$ cat src/rtl/seg7_pkg.sv
// Shared constants for the seven-segment scan driver: active-low segment patterns
// in {CA,CB,CC,CD,CE,CF,CG} order and the digit-index width helper.
package seg7_pkg;

    localparam logic [6:0] SEG_0     = 7'b0000001;
    localparam logic [6:0] SEG_1     = 7'b1001111;
    localparam logic [6:0] SEG_2     = 7'b0010010;
    localparam logic [6:0] SEG_3     = 7'b0000110;
    localparam logic [6:0] SEG_4     = 7'b1001100;
    localparam logic [6:0] SEG_5     = 7'b0100100;
    localparam logic [6:0] SEG_6     = 7'b0100000;
    localparam logic [6:0] SEG_7     = 7'b0001111;
    localparam logic [6:0] SEG_8     = 7'b0000000;
    localparam logic [6:0] SEG_9     = 7'b0000100;
    localparam logic [6:0] SEG_A     = 7'b0001000;
    localparam logic [6:0] SEG_B     = 7'b1100000;
    localparam logic [6:0] SEG_C     = 7'b0110001;
    localparam logic [6:0] SEG_D     = 7'b1000010;
    localparam logic [6:0] SEG_E     = 7'b0110000;
    localparam logic [6:0] SEG_F     = 7'b0111000;
    localparam logic [6:0] SEG_BLANK = 7'h7F;

    // A single-digit display still needs a 1-bit index register.
    function automatic int idx_width(input int n);
        return (n <= 1) ? 1 : $clog2(n);
    endfunction

endpackage

$ cat src/rtl/hex_to_seg7.sv
// Combinational hex nibble to active-low seven-segment pattern decoder.
module hex_to_seg7
    import seg7_pkg::*;
(
    input  logic [3:0] hex,
    output logic [6:0] seg
);

    always_comb begin
        seg = SEG_BLANK;
        case (hex)
            4'h0: seg = SEG_0;
            4'h1: seg = SEG_1;
            4'h2: seg = SEG_2;
            4'h3: seg = SEG_3;
            4'h4: seg = SEG_4;
            4'h5: seg = SEG_5;
            4'h6: seg = SEG_6;
            4'h7: seg = SEG_7;
            4'h8: seg = SEG_8;
            4'h9: seg = SEG_9;
            4'hA: seg = SEG_A;
            4'hB: seg = SEG_B;
            4'hC: seg = SEG_C;
            4'hD: seg = SEG_D;
            4'hE: seg = SEG_E;
            4'hF: seg = SEG_F;
            default: seg = SEG_BLANK;
        endcase
    end

endmodule

$ cat src/rtl/seg7_scan_driver.sv
// Time-multiplexed 7-segment scan driver with tear-free valid/ready loading.
// Define SEG7_DP_EN to add the per-digit decimal point (load_dp in, DP out).
module seg7_scan_driver
    import seg7_pkg::*;
#(
    parameter int NUM_DIGITS  = 8,
    parameter int REFRESH_DIV = 100000
) (
    input  logic                    CLK100MHZ,
    input  logic                    BTNC,
    input  logic                    load_valid,
    output logic                    load_ready,
    input  logic [4*NUM_DIGITS-1:0] load_data,
    input  logic [NUM_DIGITS-1:0]   digit_en,
`ifdef SEG7_DP_EN
    input  logic [NUM_DIGITS-1:0]   load_dp,
    output logic                    DP,
`endif
    output logic                    CA,
    output logic                    CB,
    output logic                    CC,
    output logic                    CD,
    output logic                    CE,
    output logic                    CF,
    output logic                    CG,
    output logic [NUM_DIGITS-1:0]   AN
);

    localparam int IDX_W = idx_width(NUM_DIGITS);
    localparam int PS_W  = $clog2(REFRESH_DIV);
    localparam logic [PS_W-1:0]  PS_LAST  = PS_W'(REFRESH_DIV - 1);
    localparam logic [IDX_W-1:0] IDX_LAST = IDX_W'(NUM_DIGITS - 1);

    logic [PS_W-1:0]         presc_q, presc_d;
    logic [IDX_W-1:0]        index_q, index_d;
    logic [4*NUM_DIGITS-1:0] shadow_q, shadow_d;
    logic [4*NUM_DIGITS-1:0] display_q, display_d;
    logic                    pending_q, pending_d;
    logic                    ready_q, ready_d;
    logic [NUM_DIGITS-1:0]   an_q, an_d;
    logic [6:0]              seg_q, seg_d;

    logic                    presc_term;
    logic                    frame_end;
    logic                    transfer;
    logic                    load_commit;
    logic [3:0]              cur_nibble;
    logic                    cur_en;
    logic [NUM_DIGITS-1:0]   sel_onehot;
    logic [6:0]              dec_seg;

    assign presc_term  = (presc_q == PS_LAST);
    assign frame_end   = presc_term && (index_q == IDX_LAST);
    assign transfer    = load_valid && ready_q;
    // Only a word that was already pending before the boundary cycle is committed.
    assign load_commit = frame_end && pending_q;
    assign cur_nibble  = display_q[{index_q, 2'b00} +: 4];
    assign cur_en      = digit_en[index_q];
    assign sel_onehot  = NUM_DIGITS'(1) << index_q;

    hex_to_seg7 u_dec (
        .hex (cur_nibble),
        .seg (dec_seg)
    );

    always_comb begin
        presc_d   = presc_q + 1'b1;
        index_d   = index_q;
        shadow_d  = shadow_q;
        display_d = display_q;
        pending_d = pending_q;
        if (presc_term) begin
            presc_d = '0;
            index_d = (index_q == IDX_LAST) ? '0 : index_q + 1'b1;
        end
        if (load_commit) begin
            display_d = shadow_q;
            pending_d = 1'b0;
        end else if (transfer) begin
            shadow_d  = load_data;
            pending_d = 1'b1;
        end
        ready_d = ~pending_d;
        an_d    = ~(sel_onehot & digit_en);
        seg_d   = cur_en ? dec_seg : SEG_BLANK;
    end

    always_ff @(posedge CLK100MHZ) begin
        if (BTNC) begin
            presc_q   <= '0;
            index_q   <= '0;
            shadow_q  <= '0;
            display_q <= '0;
            pending_q <= 1'b0;
            ready_q   <= 1'b1;
            an_q      <= '1;
            seg_q     <= SEG_BLANK;
        end else begin
            presc_q   <= presc_d;
            index_q   <= index_d;
            shadow_q  <= shadow_d;
            display_q <= display_d;
            pending_q <= pending_d;
            ready_q   <= ready_d;
            an_q      <= an_d;
            seg_q     <= seg_d;
        end
    end

`ifdef SEG7_DP_EN
    logic [NUM_DIGITS-1:0] dp_shadow_q, dp_shadow_d;
    logic [NUM_DIGITS-1:0] dp_disp_q, dp_disp_d;
    logic                  dp_q, dp_d;

    // Decimal points follow exactly the same shadow/commit path as the nibbles.
    always_comb begin
        dp_shadow_d = dp_shadow_q;
        dp_disp_d   = dp_disp_q;
        if (load_commit) begin
            dp_disp_d = dp_shadow_q;
        end else if (transfer) begin
            dp_shadow_d = load_dp;
        end
        dp_d = ~(dp_disp_q[index_q] & cur_en);
    end

    always_ff @(posedge CLK100MHZ) begin
        if (BTNC) begin
            dp_shadow_q <= '0;
            dp_disp_q   <= '0;
            dp_q        <= 1'b1;
        end else begin
            dp_shadow_q <= dp_shadow_d;
            dp_disp_q   <= dp_disp_d;
            dp_q        <= dp_d;
        end
    end

    assign DP = dp_q;
`endif

    assign load_ready = ready_q;
    assign AN         = an_q;
    assign {CA, CB, CC, CD, CE, CF, CG} = seg_q;

endmodule

$ cat config.mk
export PLATFORM = sky130hd
export DESIGN_NAME = seg7_scan_driver
export DESIGN_NICKNAME = d
export VERILOG_FILES = /design/src/rtl/seg7_pkg.sv /design/src/rtl/hex_to_seg7.sv /design/src/rtl/seg7_scan_driver.sv
export SDC_FILE = /design/constraint.sdc
export NUM_CORES = 1
export LEC_CHECK = 0
export ABC_AREA = 0
export BUFFER_PORTS_ARGS = -buffer_cell sky130_fd_sc_hd__buf_2
export CORE_ASPECT_RATIO = 1.2
export CORE_MARGIN = 1.5
export CORE_UTILIZATION = 55
export CTS_BUF_LIST = sky130_fd_sc_hd__clkbuf_4
export DETAILED_ROUTE_END_ITERATION = 16
export GPL_TIMING_DRIVEN = 0
export PLACE_DENSITY = 0.74
export SLEW_MARGIN = 40
export SYNTH_ARGS = -nofsm -noshare
export SYNTH_HDL_FRONTEND = slang
export SYNTH_SLANG_ARGS = --single-unit
$ cat constraint.sdc
create_clock -name CLK100MHZ -period 3 [get_ports CLK100MHZ]
set_input_delay 0.15 -clock CLK100MHZ [delete_from_list [all_inputs] [get_ports CLK100MHZ]]
set_output_delay 0.15 -clock CLK100MHZ [all_outputs]
set_load 0.02 [all_outputs]
* After elaboration in Yosys (flattened, before gate mapping) *
Memories as Yosys holds them, arrays and structs flattened. A register that Yosys moved wholly into a read port is not among the register bits.
Index checks and enable logic that the tools add are counted.

operators by class
  reduce and logical (&&, ||, !) cells = 6
  muxes and demuxes = 5
  divide/modulo/power cells = 0
  bitwise logic cells = 5
  shift-type cells = 2
  add/sub/neg operators = 2
  magnitude comparators = 1
  eq/ne operators = 2
  multiply operators = 0

operator list
  operator                                                    count
  variable part select 32 x 6 -> 4 bit                        1
  adder 17 x 1 -> 17 bit, second input constant               1
  == test 17 bit, second input constant                       1
  bitwise AND 8 bit                                           1
  NOT 8 bit                                                   1
  left shift 1 x 3 -> 8 bit, first input constant             1
  less-than comparator 3 x 4 -> 1 bit, second input constant  1
  OR reduction 2 bit                                          2
  adder 3 x 1 -> 3 bit, second input constant                 1
  binary-select mux 1 bit (select 3 bit)                      1
  == test 3 bit, second input constant                        1
  logical AND 1 bit                                           3
  2-to-1 mux 1 bit                                            3
  2-to-1 mux 3 bit                                            1
  NOT 1 bit                                                   3
  AND reduction 2 bit                                         1

storage, ports and cells
  memory bits (read-only) = 112
  latch bits = 0
  memories kept = 1
  RAM bits = 0
  flip-flop bits (word level) = 94
  logic and storage cells = 31

memories
  name             words  width  read ports  clocked after memory_dff  write ports  line               RTL
  (no name shown)  16     7      1           1                         0            hex_to_seg7.sv:11  case (hex)

* Longest topological paths before layout *
  word-level depth = 5
  depth in mapped cells = 10

* Modules after synthesis *
Synthesis repeated with hierarchy kept, for this count alone.

second synthesis, totals
  cells, all modules = 537
  area, all modules = 4957.3 µm²

modules (own cells, without submodules)
  module            cells an instance  sequential area each (µm²)  times used  area each (µm²)
  seg7_scan_driver  504                2021.9                      1           4688.2
  hex_to_seg7       33                 0.0                         1           269.0

* Worst setup path after synthesis *
OpenSTA, ideal clock, no wires.

  kind = reg2reg
  start point = register index_q[0]
  end point = register seg_q[3]
  arrival time = 2.323 ns
  cell stages (with the launch flop) = 10
  slack = 0.603 ns
  required time = 2.926 ns
  buffers on the path = 2
  setup time = 0.074 ns
  period minus slack after synthesis = 2.397 ns
  path through = dfxtp_1 buf_2 buf_2 mux4_2 mux2_2 inv_1 ha_1 nor3_1 a211oi_1 o21ai_0

between the ends
  longest elaborated chain between the ends = 4
  elaborated cells between the ends (all ways) = 5
  classes of those cells = shift: 1; mux: 2; bitwise: 1; reduce/logical: 1

ends and longest elaborated chain
  element                                                                                       line                     RTL
  start: declaration                                                                            seg7_scan_driver.sv:35   logic [IDX_W-1:0] index_q, index_d;
  start signal: assignment                                                                      seg7_scan_driver.sv:100  index_q <= index_d;
  parallel branches: the longest is 4 deep, another holds variable part select 32 x 6 -> 4 bit  -
  end: declaration                                                                              seg7_scan_driver.sv:41   logic [6:0] seg_q, seg_d;

Parallel ways; which one is timed is not known. The select of a mux whose other input is x is not followed.
A chain may end at the register's enable or synchronous reset.

* Final worst setup path *
Ends and elaborated chain as after synthesis.

==> impl_metrics.csv <==
group,metric,value,unit
drt,dr.pass1.iters,4,
timing,timing.final.max_slew_violations,0,
worst_setup_path,criticalPathCategory,"reg2reg",
timing,clock_skew,0.0152,ns
clock_network,cts_resized,0,
global_route,grt.overflow.total,0,
drt,vias,3580,
worst_setup_path,crit_fanout,10,
floorplan,initial_core_util,57.4,%
placement,port_buffers,58,
clock_network,numClockSinks,101,
layout,drive_above_1_share,17.1,%
clock_network,path_clk_slew,0.14,ns
floorplan,die-area,8170,um2
timing,max_freq,365,MHz
layout,fin_area,5120,um2
worst_setup_path,startpoint,"index_q[0]",
global_route,grt_use_total,24.7,%
layout,nFillCells,605,
synth,yosysWarningCount,0,
timing,tightest_slew,0.554,ns
clock_network,tritoncts,"yes",
clock_network,root_buffer,"clkbuf_4",
synth,synth_simple_gate_area_share,21.7,%
placement,dp_cells,636,
run,maxCapViolCount,0,
clock_network,clk_path_buf_depth,2,
worst_setup_path,r2r_start,"index_q[0]",
clock_network,h-tree-depth,3,
drt,drc,0,
clock_network,clock_latency,0.43,ns
drt,first_iter_violations,197,
drt,antenna_left,0,
worst_setup_path,worstRegToRegCells,9,
worst_setup_path,r2r_setup_slack,0.26,ns
layout,area_delta_synth_final,21.8,%
synth,ys.flop_type,"dfxtp_1",
floorplan,row_count,34,
synth,synthCells,488,
worst_setup_path,worst_path_max_delay_cell,"mux4_2",
synth,synth-xor-area-share,2.50,%
global_route,grt_pass1_wl,15.6,mm
synth,synth_compound_area_share,12.1,%
timing,hold_ws,0.116,ns
placement,dp.final_hpwl,6.40,mm
global_route,grt_pass1_vias,3478,
timing,setup_violations,0,
floorplan,die_w,82.8,um
synth,synthMuxAreaShare,6.52,%
synth,yosysUniqueCellTypes,41,
global_route,antenna_found_initial,0,
synth,synthAdderAreaFrac,3.87,%
drt,dr_wl_met3,310,um
placement,dp_slack,0.294,ns
drt,met2_length,4.59,mm
floorplan,coreArea,7320,um2
worst_setup_path,cp-end-kind,"flip-flop",
layout,fin_cells,692,
synth,ys_ff_latch,101,
layout,layout.nets,654,
timing,setup_tns,0,ns
status,status,"complete, no violations",
floorplan,ios,59,
synth,synth-seq-area-share,48.1,%
timing,setup_ws,0.257,ns
synth,avgSynthCellArea,8.61,um2
worst_setup_path,path_cells,"buf_2 > buf_2 > mux4_2 > mux2_2 > inv_1 > ha_1 > nor3_1 > a211oi_1 > o21ai_0",
worst_hold_path,min_path_type,"in2reg",
drt,top_layer,"met4",
drt,wl_per_cell,13.5,um
worst_setup_path,path_common_cell,"buf_2",
clock_network,cts_made_buffers,9,
power,p_leak,1.96,nW
timing,rsz0062_at_grt,"false",
power,ir_drop,0.293,mV
timing,finalCritPeriodShare,91.4,%
synth,synth_top_family_by_area,"simple AND/OR/NAND/NOR gates",
layout,diodes,0,
synth,synth_area,4200,um2
timing,relSlewSlack,63.1,%
worst_setup_path,r2r_end,"seg_q[3]",
synth,syn_nets,544,
synth,async_flop_share,0,%
placement,routabilityCongestion,0.869,
global_route,grt_max_degree,16,
worst_setup_path,worstPathArrival,3.11,ns
worst_setup_path,required,3.36,ns
timing,final_hold_viol_count,0,
synth,synth_enable_flop_cells,0,
worst_setup_path,slowest_delay,0.58,ns
floorplan,fp.dieH,98.7,um
drt,m1WireLength,4.24,mm
drt,vias_per_cell,5.17,
worst_setup_path,crit_end,"seg_q[3]",
power,powerDensity,425,nW/um2
drt,drt_wl_total,9.34,mm
worst_setup_path,start_kind,"flip-flop",
timing,fin_crit,2.74,ns
placement,dpl_cell_area,4600,um2
==> report_power, final <==
group          switching [W]  internal, W
clock network       0.000412     0.000171
registers          0.0000202      0.00138
logic              0.0000969    0.0000971
==> area by class of cell <==
cell class	instances	area (um2)	area share, %
Timing Repair Buffer	99	701	13.7
Buffer	31	181	3.55
Sequential cell	101	2020	39.5
Tap cell	90	113	2.20
Clock buffer	10	75.1	1.47
Multi-Input combinational cell	346	1960	38.3
Clock inverter	5	28.8	0.562
Inverter	10	37.5	0.733
==> Yosys cell counts, drive strengths merged (2+ instances only) <==
cell	count	share of area, %
o221ai	5	1.0
ha	13	3.9
or4	2	0.45
clkbuf	13	1.2
nand2	143	13
buf	18	3.2
nand3	10	1.2
a211oi	2	0.36
o21ai	5	0.60
inv	9	0.80
xnor2	5	1.0
nor2	28	2.7
or2	2	0.30
mux2	3	0.80
xor2	7	1.5
or3	6	0.89
mux4	8	4.3
mux2i	6	1.4
nand2b	2	0.30
nor3	5	0.60
dfxtp	101	48
nand4	7	1.0
a21oi	74	8.8
nand3b	2	0.36
==> layer usage <==
metal / track usage (%) / vias up
met3: 3.43 / 16
met4: 8.85 / 0
met1: 31.5 / 1622
li1: - / 1860
met2: 41.8 / 82
met5: 0 / -
==> critical path: cells and delay by family, from the launching register on <==
kind / cells / cell delay, ns
AND/OR/NAND/NOR: 1 / 0.21
buffers and inverters: 3 / 0.69
adder cells (fa/ha/maj): 1 / 0.28
flip-flops: 1 / 0.38
AO/OA/AOI/OAI: 2 / 0.20
multiplexers: 2 / 0.92
==> what timing repair did <==
item,in CTS,in global routing
buffers inserted,0,0
hold endpoints to repair,42,0
hold buffers,41,0
==> layout by cell type, fill, tap and decap left out, drive strengths merged, types with 3 or more instances in the layout <==
| cell | n |
|---|---|
| o21ai | 5 |
| nand4 | 7 |
| ha | 13 |
| nor2 | 28 |
| mux2 | 3 |
| dlygate4sd3 | 41 |
| o221ai | 5 |
| mux2i | 6 |
| nor3 | 5 |
| xor2 | 7 |
| buf | 76 |
| nand2 | 143 |
| inv | 9 |
| xnor2 | 5 |
| clkinv | 5 |
| a21oi | 74 |
| or3 | 6 |
| nand3 | 10 |
| mux4 | 8 |
| clkbuf | 23 |
| dfxtp | 101 |
==> worst min path at each step <==
stage                start          to  slack, ns  cells past startpoint
2_1_floorplan  digit_en[3]       AN[3]       0.23                      1
3_3_place_gp   digit_en[0]       AN[0]       0.35                      2
3_5_place_dp   digit_en[3]       AN[3]       0.36                      2
4_1_cts         load_valid  load_ready       0.10                      3
5_1_grt         load_valid  load_ready       0.10                      3
6_report        load_valid  load_ready       0.12                      3
==> state kept, by name, indices dropped and copies added, names as in the netlist <==
| signal | count |
|---|---|
| display_q | 32 |
| shadow_q | 32 |
| presc_q | 17 |
| AN | 8 |
| seg_q | 7 |
| index_q | 3 |
| load_ready | 1 |
| pending_q | 1 |
==> through the flow <==
step / util, % / total power (W)
after floorplan: - / 0.00152
after global routing: 69.9 / 0.00227
final: 69.9 / 0.00217
after global placement: 62.9 / 0.00157
after CTS: 69.9 / 0.00219
after detailed placement: 62.9 / 0.00158
==> cell families after synthesis <==
group,Yosys count
AO/OA/AOI/OAI,91
XOR/XNOR,12
adder cells (fa/ha/maj),13
buffers and inverters,41
flip-flops,101
multiplexers,17
AND/OR/NAND/NOR,213
Note: power is estimated with default switching activity, not from simulation.
